### config.mk
export PLATFORM = sky130hd
export DESIGN_NAME = tl45_operand_fetch
export DESIGN_NICKNAME = d
export VERILOG_FILES = /design/src/rtl/tl45_pkg.sv /design/src/rtl/tl45_fwd_select.sv /design/src/rtl/tl45_operand_fetch.sv
export SDC_FILE = /design/constraint.sdc
export NUM_CORES = 1
export LEC_CHECK = 0
export ABC_CLOCK_PERIOD_IN_PS = 5600
export CAP_MARGIN = 30
export CORE_AREA = 2 2 162 164
export CTS_BUF_LIST = sky130_fd_sc_hd__clkbuf_2 sky130_fd_sc_hd__clkbuf_4 sky130_fd_sc_hd__clkbuf_8
export DETAILED_ROUTE_END_ITERATION = 7
export DIE_AREA = 0 0 164 166
export DONT_BUFFER_PORTS = 1
export HOLD_SLACK_MARGIN = 0.05
export PLACE_DENSITY_LB_ADDON = 0.1
export REMOVE_ABC_BUFFERS = 1
export SETUP_SLACK_MARGIN = 0.02
export SKIP_CTS_REPAIR_TIMING = 1
export SLEW_MARGIN = 40
export SYNTH_ARGS = -nofsm -noshare
export SYNTH_HDL_FRONTEND = slang
export SYNTH_SLANG_ARGS = --single-unit
### constraint.sdc
create_clock -name i_clk -period 5.6 [get_ports i_clk]
set_input_delay 1.68 -clock i_clk [delete_from_list [all_inputs] [get_ports i_clk]]
set_output_delay 1.68 -clock i_clk [all_outputs]
set_load 0.02 [all_outputs]
### src/rtl/tl45_pkg.sv
// rtl/tl45_pkg.sv - shared tl45 opcode constants, default widths and operand-fetch payload type
package tl45_pkg;

    localparam int TL45_DATA_W = 32;
    localparam int TL45_REG_AW = 4;

    localparam logic [4:0] OP_BRANCH = 5'h0C;

    typedef struct packed {
        logic [4:0]             opcode;
        logic [TL45_REG_AW-1:0] dr;
        logic [TL45_REG_AW-1:0] jmp_cond;
        logic [TL45_DATA_W-1:0] sr1_val;
        logic [TL45_DATA_W-1:0] sr2_val;
        logic [TL45_DATA_W-1:0] target_offset;
        logic [TL45_DATA_W-1:0] pc;
    } opf_payload_t;

    function automatic logic is_branch(input logic [4:0] opcode);
        return opcode == OP_BRANCH;
    endfunction

endpackage

### src/rtl/tl45_fwd_select.sv
// rtl/tl45_fwd_select.sv - per-source forwarding priority mux with pending (load-use) flag
module tl45_fwd_select #(
    parameter int DATA_W = 32,
    parameter int REG_AW = 4,
    parameter int NFWD   = 3
) (
    input  logic [REG_AW-1:0]      src,
    input  logic                   used,
    input  logic [DATA_W-1:0]      rf_data,
    input  logic [NFWD-1:0]        fwd_valid,
    input  logic [NFWD-1:0]        fwd_pending,
    input  logic [NFWD*REG_AW-1:0] fwd_reg,
    input  logic [NFWD*DATA_W-1:0] fwd_data,
    output logic [DATA_W-1:0]      value,
    output logic                   pending
);

    // Scan oldest to youngest so the lowest-index match is the one left standing.
    always_comb begin
        value   = rf_data;
        pending = 1'b0;
        for (int k = NFWD - 1; k >= 0; k--) begin
            if (fwd_valid[k] && fwd_reg[k*REG_AW +: REG_AW] == src) begin
                value   = fwd_data[k*DATA_W +: DATA_W];
                pending = fwd_pending[k];
            end
        end
        if (src == '0) begin
            value   = '0;
            pending = 1'b0;
        end
        if (!used) begin
            pending = 1'b0;
        end
    end

endmodule

### src/rtl/tl45_operand_fetch.sv
// rtl/tl45_operand_fetch.sv - tl45 operand fetch stage; TL45_OPFETCH_PERF_EN adds hazard/bubble counters
module tl45_operand_fetch
    import tl45_pkg::*;
#(
    parameter int DATA_W = TL45_DATA_W,
    parameter int REG_AW = TL45_REG_AW,
    parameter int NFWD   = 3
) (
    input  logic                   i_clk,
    input  logic                   i_reset_n,
    input  logic                   i_flush,
    input  logic                   i_valid,
    output logic                   o_ready,
    input  logic [4:0]             i_opcode,
    input  logic                   i_ri,
    input  logic [REG_AW-1:0]      i_dr,
    input  logic [REG_AW-1:0]      i_sr1,
    input  logic [REG_AW-1:0]      i_sr2,
    input  logic [DATA_W-1:0]      i_imm,
    input  logic [DATA_W-1:0]      i_pc,
    output logic [REG_AW-1:0]      o_dprf_read_a1,
    output logic [REG_AW-1:0]      o_dprf_read_a2,
    input  logic [DATA_W-1:0]      i_dprf_d1,
    input  logic [DATA_W-1:0]      i_dprf_d2,
    input  logic [NFWD-1:0]        i_fwd_valid,
    input  logic [NFWD-1:0]        i_fwd_pending,
    input  logic [NFWD*REG_AW-1:0] i_fwd_reg,
    input  logic [NFWD*DATA_W-1:0] i_fwd_data,
    output logic                   o_valid,
    input  logic                   i_ready,
    output logic [4:0]             o_opcode,
    output logic [REG_AW-1:0]      o_dr,
    output logic [REG_AW-1:0]      o_jmp_cond,
    output logic [DATA_W-1:0]      o_sr1_val,
    output logic [DATA_W-1:0]      o_sr2_val,
    output logic [DATA_W-1:0]      o_target_offset,
`ifdef TL45_OPFETCH_PERF_EN
    output logic [31:0]            o_perf_hazard_cycles,
    output logic [31:0]            o_perf_bubbles,
`endif
    output logic [DATA_W-1:0]      o_pc
);

    typedef struct packed {
        logic [4:0]        opcode;
        logic [REG_AW-1:0] dr;
        logic [REG_AW-1:0] jmp_cond;
        logic [DATA_W-1:0] sr1_val;
        logic [DATA_W-1:0] sr2_val;
        logic [DATA_W-1:0] target_offset;
        logic [DATA_W-1:0] pc;
    } payload_t;

    payload_t          out_q;
    logic [DATA_W-1:0] sr1_val;
    logic [DATA_W-1:0] sr2_fwd_val;
    logic [DATA_W-1:0] sr2_val;
    logic              sr1_pending;
    logic              sr2_pending;
    logic              hazard;
    logic              accept;

    assign o_dprf_read_a1 = i_sr1;
    assign o_dprf_read_a2 = i_sr2;

    tl45_fwd_select #(.DATA_W(DATA_W), .REG_AW(REG_AW), .NFWD(NFWD)) u_sel_sr1 (
        .src         (i_sr1),
        .used        (1'b1),
        .rf_data     (i_dprf_d1),
        .fwd_valid   (i_fwd_valid),
        .fwd_pending (i_fwd_pending),
        .fwd_reg     (i_fwd_reg),
        .fwd_data    (i_fwd_data),
        .value       (sr1_val),
        .pending     (sr1_pending)
    );

    tl45_fwd_select #(.DATA_W(DATA_W), .REG_AW(REG_AW), .NFWD(NFWD)) u_sel_sr2 (
        .src         (i_sr2),
        .used        (!i_ri),
        .rf_data     (i_dprf_d2),
        .fwd_valid   (i_fwd_valid),
        .fwd_pending (i_fwd_pending),
        .fwd_reg     (i_fwd_reg),
        .fwd_data    (i_fwd_data),
        .value       (sr2_fwd_val),
        .pending     (sr2_pending)
    );

    assign sr2_val = i_ri ? i_imm : sr2_fwd_val;
    assign hazard  = sr1_pending || sr2_pending;

    // A hazard only blocks when decode actually presents an instruction.
    assign o_ready = i_flush || (!(i_valid && hazard) && (!o_valid || i_ready));
    assign accept  = i_valid && o_ready && !i_flush;

    always_ff @(posedge i_clk or negedge i_reset_n) begin
        if (!i_reset_n) begin
            o_valid <= 1'b0;
            out_q   <= '0;
        end else if (i_flush) begin
            o_valid <= 1'b0;
            out_q   <= '0;
        end else if (accept) begin
            o_valid              <= 1'b1;
            out_q.opcode         <= i_opcode;
            out_q.dr             <= is_branch(i_opcode) ? '0 : i_dr;
            out_q.jmp_cond       <= is_branch(i_opcode) ? i_dr : '0;
            out_q.sr1_val        <= sr1_val;
            out_q.sr2_val        <= sr2_val;
            out_q.target_offset  <= i_imm;
            out_q.pc             <= i_pc;
        end else if (o_valid && i_ready) begin
            o_valid <= 1'b0;
        end
    end

    assign o_opcode        = out_q.opcode;
    assign o_dr            = out_q.dr;
    assign o_jmp_cond      = out_q.jmp_cond;
    assign o_sr1_val       = out_q.sr1_val;
    assign o_sr2_val       = out_q.sr2_val;
    assign o_target_offset = out_q.target_offset;
    assign o_pc            = out_q.pc;

`ifdef TL45_OPFETCH_PERF_EN
    logic        hazard_cycle;
    logic        bubble;
    logic [31:0] hazard_cnt;
    logic [31:0] bubble_cnt;

    assign hazard_cycle = i_valid && hazard && !i_flush;
    // Output drains while the stalled instruction cannot replace it.
    assign bubble       = hazard_cycle && o_valid && i_ready;

    always_ff @(posedge i_clk or negedge i_reset_n) begin
        if (!i_reset_n) begin
            hazard_cnt <= '0;
            bubble_cnt <= '0;
        end else begin
            if (hazard_cycle && hazard_cnt != '1) hazard_cnt <= hazard_cnt + 32'd1;
            if (bubble && bubble_cnt != '1)       bubble_cnt <= bubble_cnt + 32'd1;
        end
    end

    assign o_perf_hazard_cycles = hazard_cnt;
    assign o_perf_bubbles       = bubble_cnt;
`endif

endmodule

* After elaboration in Yosys (flattened, before gate mapping)
Index checks and enable logic that the tools add are counted.
** Storage, ports and cells
- Flip-flop bits (word level) :: 142
- Bits of input ports :: 265
- Output and inout bits :: 151
** Cells by class
- Multiplexer cells :: 25
- Equality and inequality tests :: 7
- Reductions and logical operators :: 21
** Operator list (count)
- 32-bit two-way mux :: 9
- 141-bit two-way mux :: 2
- 4-bit equality test :: 6
- 1-bit two-way mux :: 12
- 1-bit logical AND :: 11
- 4-bit logical NOT :: 2
- 4-bit two-way mux :: 2
- 5-bit by 4-bit equality test with 1-bit output (second input constant) :: 1
- 1-bit logical NOT :: 3
- 1-bit logical OR :: 3
- 3-bit nonzero test :: 1
- 2-bit nonzero test :: 1

* Depth between registers and ports, before layout
- Depth after elaboration :: 16
- Depth in mapped cells :: 11
- Gate-level depth less buffers :: 7

* Modules after synthesis
Synthesis repeated with hierarchy kept, for this count alone.
** Second synthesis, totals
- Cell total of the unflattened synthesis :: 713
- Area total of the unflattened synthesis :: 8156.6 um^2
** Modules (own cells, without submodules)
- tl45_operand_fetch :: cells each 371, times used 1, area each 5469.0 um^2, sequential area each 3553.4 um^2
- tl45_fwd_select :: cells each 171, times used 2, area each 1343.8 um^2, sequential area each 0.0 um^2

* Worst setup path after synthesis
No wires, ideal clock.
- Path type :: input -> output
- Start point :: in i_sr2[0]
- End point :: out o_ready
- Arrival :: 3.459 ns
- Slack :: 0.461 ns
- Required time :: 3.920 ns
- Buffers on the path :: 1
- Stages on the path :: 8
- Cells stage by stage :: inv_2 -> a22o_1 -> nor4_4 -> a311oi_1 -> o22ai_2 -> clkbuf_1 -> nand2_1 -> a21o_1
** On the way
- Word-level cells in the longest chain between the ends :: 12
- Elaborated cells on any way between the ends :: 17
- Those cells by class :: 3 x eq/ne; 5 x mux; 9 x reduce/logical
** RTL lines
- from (decl) :: line tl45_operand_fetch.sv:18 : input logic [REG_AW-1:0] i_sr2,
- 4-bit equality test :: line tl45_fwd_select.sv:23 : if (fwd_valid[k] && fwd_reg[k*REG_AW +: REG_AW] == src) begin
- 1-bit logical AND :: line tl45_fwd_select.sv:23
- 1-bit two-way mux (3 in a row) :: line tl45_fwd_select.sv:23
- 1-bit two-way mux * :: line tl45_fwd_select.sv:28 : if (src == '0) begin
- 1-bit two-way mux * :: line tl45_fwd_select.sv:32 : if (!used) begin
- 1-bit logical OR * :: line tl45_operand_fetch.sv:91 : assign hazard = sr1_pending || sr2_pending;
- 1-bit logical AND * :: line tl45_operand_fetch.sv:94 : assign o_ready = i_flush || (!(i_valid && hazard) && (!o_valid || i_ready));
- 1-bit logical NOT * :: line tl45_operand_fetch.sv:94
- 1-bit logical AND * :: line tl45_operand_fetch.sv:94
- 1-bit logical OR * :: line tl45_operand_fetch.sv:94
- to (decl) :: line tl45_operand_fetch.sv:13 : output logic o_ready,
Mark *: on every way between the ends. The rest lies on a longest branch, timed or not.

* Final worst setup path
- Start point :: in i_fwd_reg[5]
- End point :: out o_ready
** On the way
- Word-level cells in the longest chain between the ends :: 11
- Elaborated cells on any way between the ends :: 16
- Those cells by class :: 2 x eq/ne; 7 x mux; 7 x reduce/logical
** RTL lines
- from (decl) :: line tl45_operand_fetch.sv:27 : input logic [NFWD*REG_AW-1:0] i_fwd_reg,
- 4-bit equality test :: line tl45_fwd_select.sv:23
- 1-bit logical AND :: line tl45_fwd_select.sv:23
- 1-bit two-way mux (2 in a row) :: line tl45_fwd_select.sv:23
- 1-bit two-way mux :: line tl45_fwd_select.sv:28
- 1-bit two-way mux :: line tl45_fwd_select.sv:32
- 1-bit logical OR * :: line tl45_operand_fetch.sv:91
- 1-bit logical AND * :: line tl45_operand_fetch.sv:94
- 1-bit logical NOT * :: line tl45_operand_fetch.sv:94
- 1-bit logical AND * :: line tl45_operand_fetch.sv:94
- 1-bit logical OR * :: line tl45_operand_fetch.sv:94
Marked as above.

==> results by group <==
Die
  • Placement Rows: 59
  • Core area: 25600 µm²
  • Initial Util: 29.8%
  • IO Pins: 416
  • Die area: 27200 µm²
  • Die span in x: 164 µm
  • Die H: 166 µm

Global routing
  • GR Util All Layers: 20.0%
  • Initial antenna violation count: 0
  • Vias in the first global route: 6735
  • GRT Residual Overflow: 0
  • First-pass GRT wire length: 41400 µm
  • Largest net degree at the start of global routing: 143

Placed design
  • Post-placement worst setup slack: 0.539 ns
  • GP Congestion: 0.797
  • Buffers on Ports: 0
  • Detail Placement HPWL: 19700 µm

Clock tree
  • Worst skew pair latency: 0.44 ns
  • Htree depth: 4
  • Cts bufs inserted: 17
  • Clock buffer depth: 2
  • Clock root cell: clkbuf_8
  • Worst-path clk slew: 0.09 ns
  • Clk sinks: 142
  • CTS tree: yes

Drt
  • Vias per std cell: 6.02
  • Vias: 6184
  • WL per Instance: 27.6 µm
  • Post-route ant nets: 0
  • Routed wire length: 28300 µm
  • Initial DRT Pass Iterations: 5
  • Drt first-iter violations: 322
  • # DRC: 0

Setup path
  • Kind of start point of the critical path: primary input
  • CP Class: primary input to output pin
  • R2R setup slack: 3.33 ns
  • CP arrival: 3.38 ns
  • Req. time, crit path: 3.92 ns
  • Worst Path Max Fanout: 3
  • CP endpoint kind: output pin

Hold path
  • Hold crit path type: flop to flop

Yosys
  • Post-synth EDFFs: 0
  • Register area share after synthesis: 46.5%
  • Top FF cell, synth: dfrtp_1
  • Post-synth top area cell: dfrtp_1
  • Async S/R FF share, synth: 100%
  • Synth cell types: 42
  • Synth Instances: 721
  • Mean Syn Cell Area: 10.6 µm²
  • Area contributors post-synth: dfrtp_1, mux2i_1, a22o_1
  • Post-synth top area share: 46.5%
  • Synthesized flop and latch total: 142
  • Mapped Area: 7640 µm²
  • YS warnings: 0

Pwr
  • Comb pwr share: 12.9%
  • Power Density: 292 nW/µm²
  • Clock share of power: 34.2%
  • Sw Share: 34.3%
  • Int Pwr: 1590 µW
  • Total net switching power: 831 µW
  • Pleak: 0.00346 µW
  • Worst-case vdd ir drop: 113 µV
  • Seq pwr share: 52.8%

Layout
  • Layout cells sized above 1: 9.38%
  • Commonest cells after routing, fill and taps aside: dfrtp_1, a22o_1, mux2i_1
  • Antenna cells: 0
  • Most common cell after layout, fill and taps aside: dfrtp_1
  • Total Nets Final: 945
  • Area Growth Syn to Fin: 8.62%
  • Fin util: 32.4%

STA
  • RSZ-0062 raised after global routing: false
  • Minimum clock period: 5.06 ns
  • Max frequency: 198 MHz
  • Fin. Hold Viols: 0
  • Max-slew headroom: 52.7%
  • Final Skew: 0.0151 ns
  • Period Utilization, post-route: 90.4%
  • Worst slew pin tran: 0.709 ns
  • Final number of setup-violating endpoints: 0
  • Slew Limit Fails: 0
  • Final setup margin: 0.540 ns
  • Worst hold slack: 0.651 ns

Run status
  • Status: finished, final reports clean

Job
  • Max-Cap Viols: 0
## layout make-up
class	instances	area, µm²
clock inverter	13	119
tap	335	419
fill	2628	17300
clock buffer	19	262
sequential	142	3550
inverter	7	26.3
timing repair buffer	18	160
multi-input combinational	494	3750
## critical path, cell delays in order
cell,delay [ns]
inv_1,0.07
o2111ai_1,0.14
or4_2,0.71
a311oi_2,0.35
o22ai_4,0.12
nand2_1,0.08
a21o_1,0.23
## power by group through the flow
stage,Sequential [µW],Combinational [µW],Clock [µW]
6_report,1280,313,830
5_1_grt,1290,345,911
4_1_cts,1280,316,864
3_5_place_dp,1300,315,0
3_3_place_gp,1300,307,0
2_1_floorplan,1270,231,0
## flip-flops by register name, summed over array words and instances (netlist names)
name and cells:
o_opcode 5, o_sr1_val 32, o_valid 1, o_dr 4
o_target_offset 32, o_sr2_val 32, o_pc 32, o_jmp_cond 4
## synthesized netlist by cell type, drive strengths merged (7+ instances only)
| library cell | n |
|---|---|
| inv | 7 |
| xor2 | 11 |
| clkbuf | 43 |
| mux2i | 64 |
| buf | 35 |
| a211oi | 63 |
| o21ai | 35 |
| a21oi | 34 |
| a21o | 32 |
| a22o | 70 |
| dfrtp | 142 |
| o2bb2ai | 34 |
| a221o | 31 |
| nor2 | 35 |
| a32o | 9 |
| nand2 | 37 |
## through the flow
step	std cells	cell area, µm²	TNS [ns]	power [µW]
after floorplan	643	7280	-720.44	1500
after global placement	995	7890	0	1610
after detailed placement	996	7910	0	1620
after CTS	1028	8290	0	2460
after global routing	1028	8290	0	2540
final	1028	8290	0	2420
## path summary, 6_finish.rpt
path                                                start                   endpoint  depth (start not counted)
max in group asynchronous                       i_reset_n  o_sr2_val[13]$_DFFE_PN0P_                          0
worst max-delay path                         i_fwd_reg[5]                    o_ready                          7
worst min-delay path            o_jmp_cond[3]$_DFFE_PN0P_  o_jmp_cond[3]$_DFFE_PN0P_                          1
worst max register to register        o_valid$_DFFE_PN0P_   o_sr2_val[7]$_DFFE_PN0P_                          6
worst min register to register  o_jmp_cond[3]$_DFFE_PN0P_  o_jmp_cond[3]$_DFFE_PN0P_                          1
min in group asynchronous                       i_reset_n        o_dr[1]$_DFFE_PN0P_                          0
## logic make-up (layout without fill, tap and decap cells)
group | after synthesis | in the layout | synth area share (%)
flops | 142 | 142 | 46.5
buf+inv | 85 | 57 | 5.01
compound gates | 318 | 318 | 32.3
mux | 64 | 64 | 8.39
xor+xnor | 15 | 15 | 1.72
simple gates | 97 | 97 | 6.01
## per-layer routing
| layer | share of wire (%) | vias up | track usage [%] |
|---|---|---|---|
| met5 | 0 | - | 0 |
| met4 | 1.5 | 0 | 5.42 |
| met3 | 11 | 22 | 7.42 |
| met2 | 49 | 353 | 34.3 |
| met1 | 38 | 3101 | 23.5 |
| li1 | - | 2708 | - |
Power figures use the tool's default switching activity.
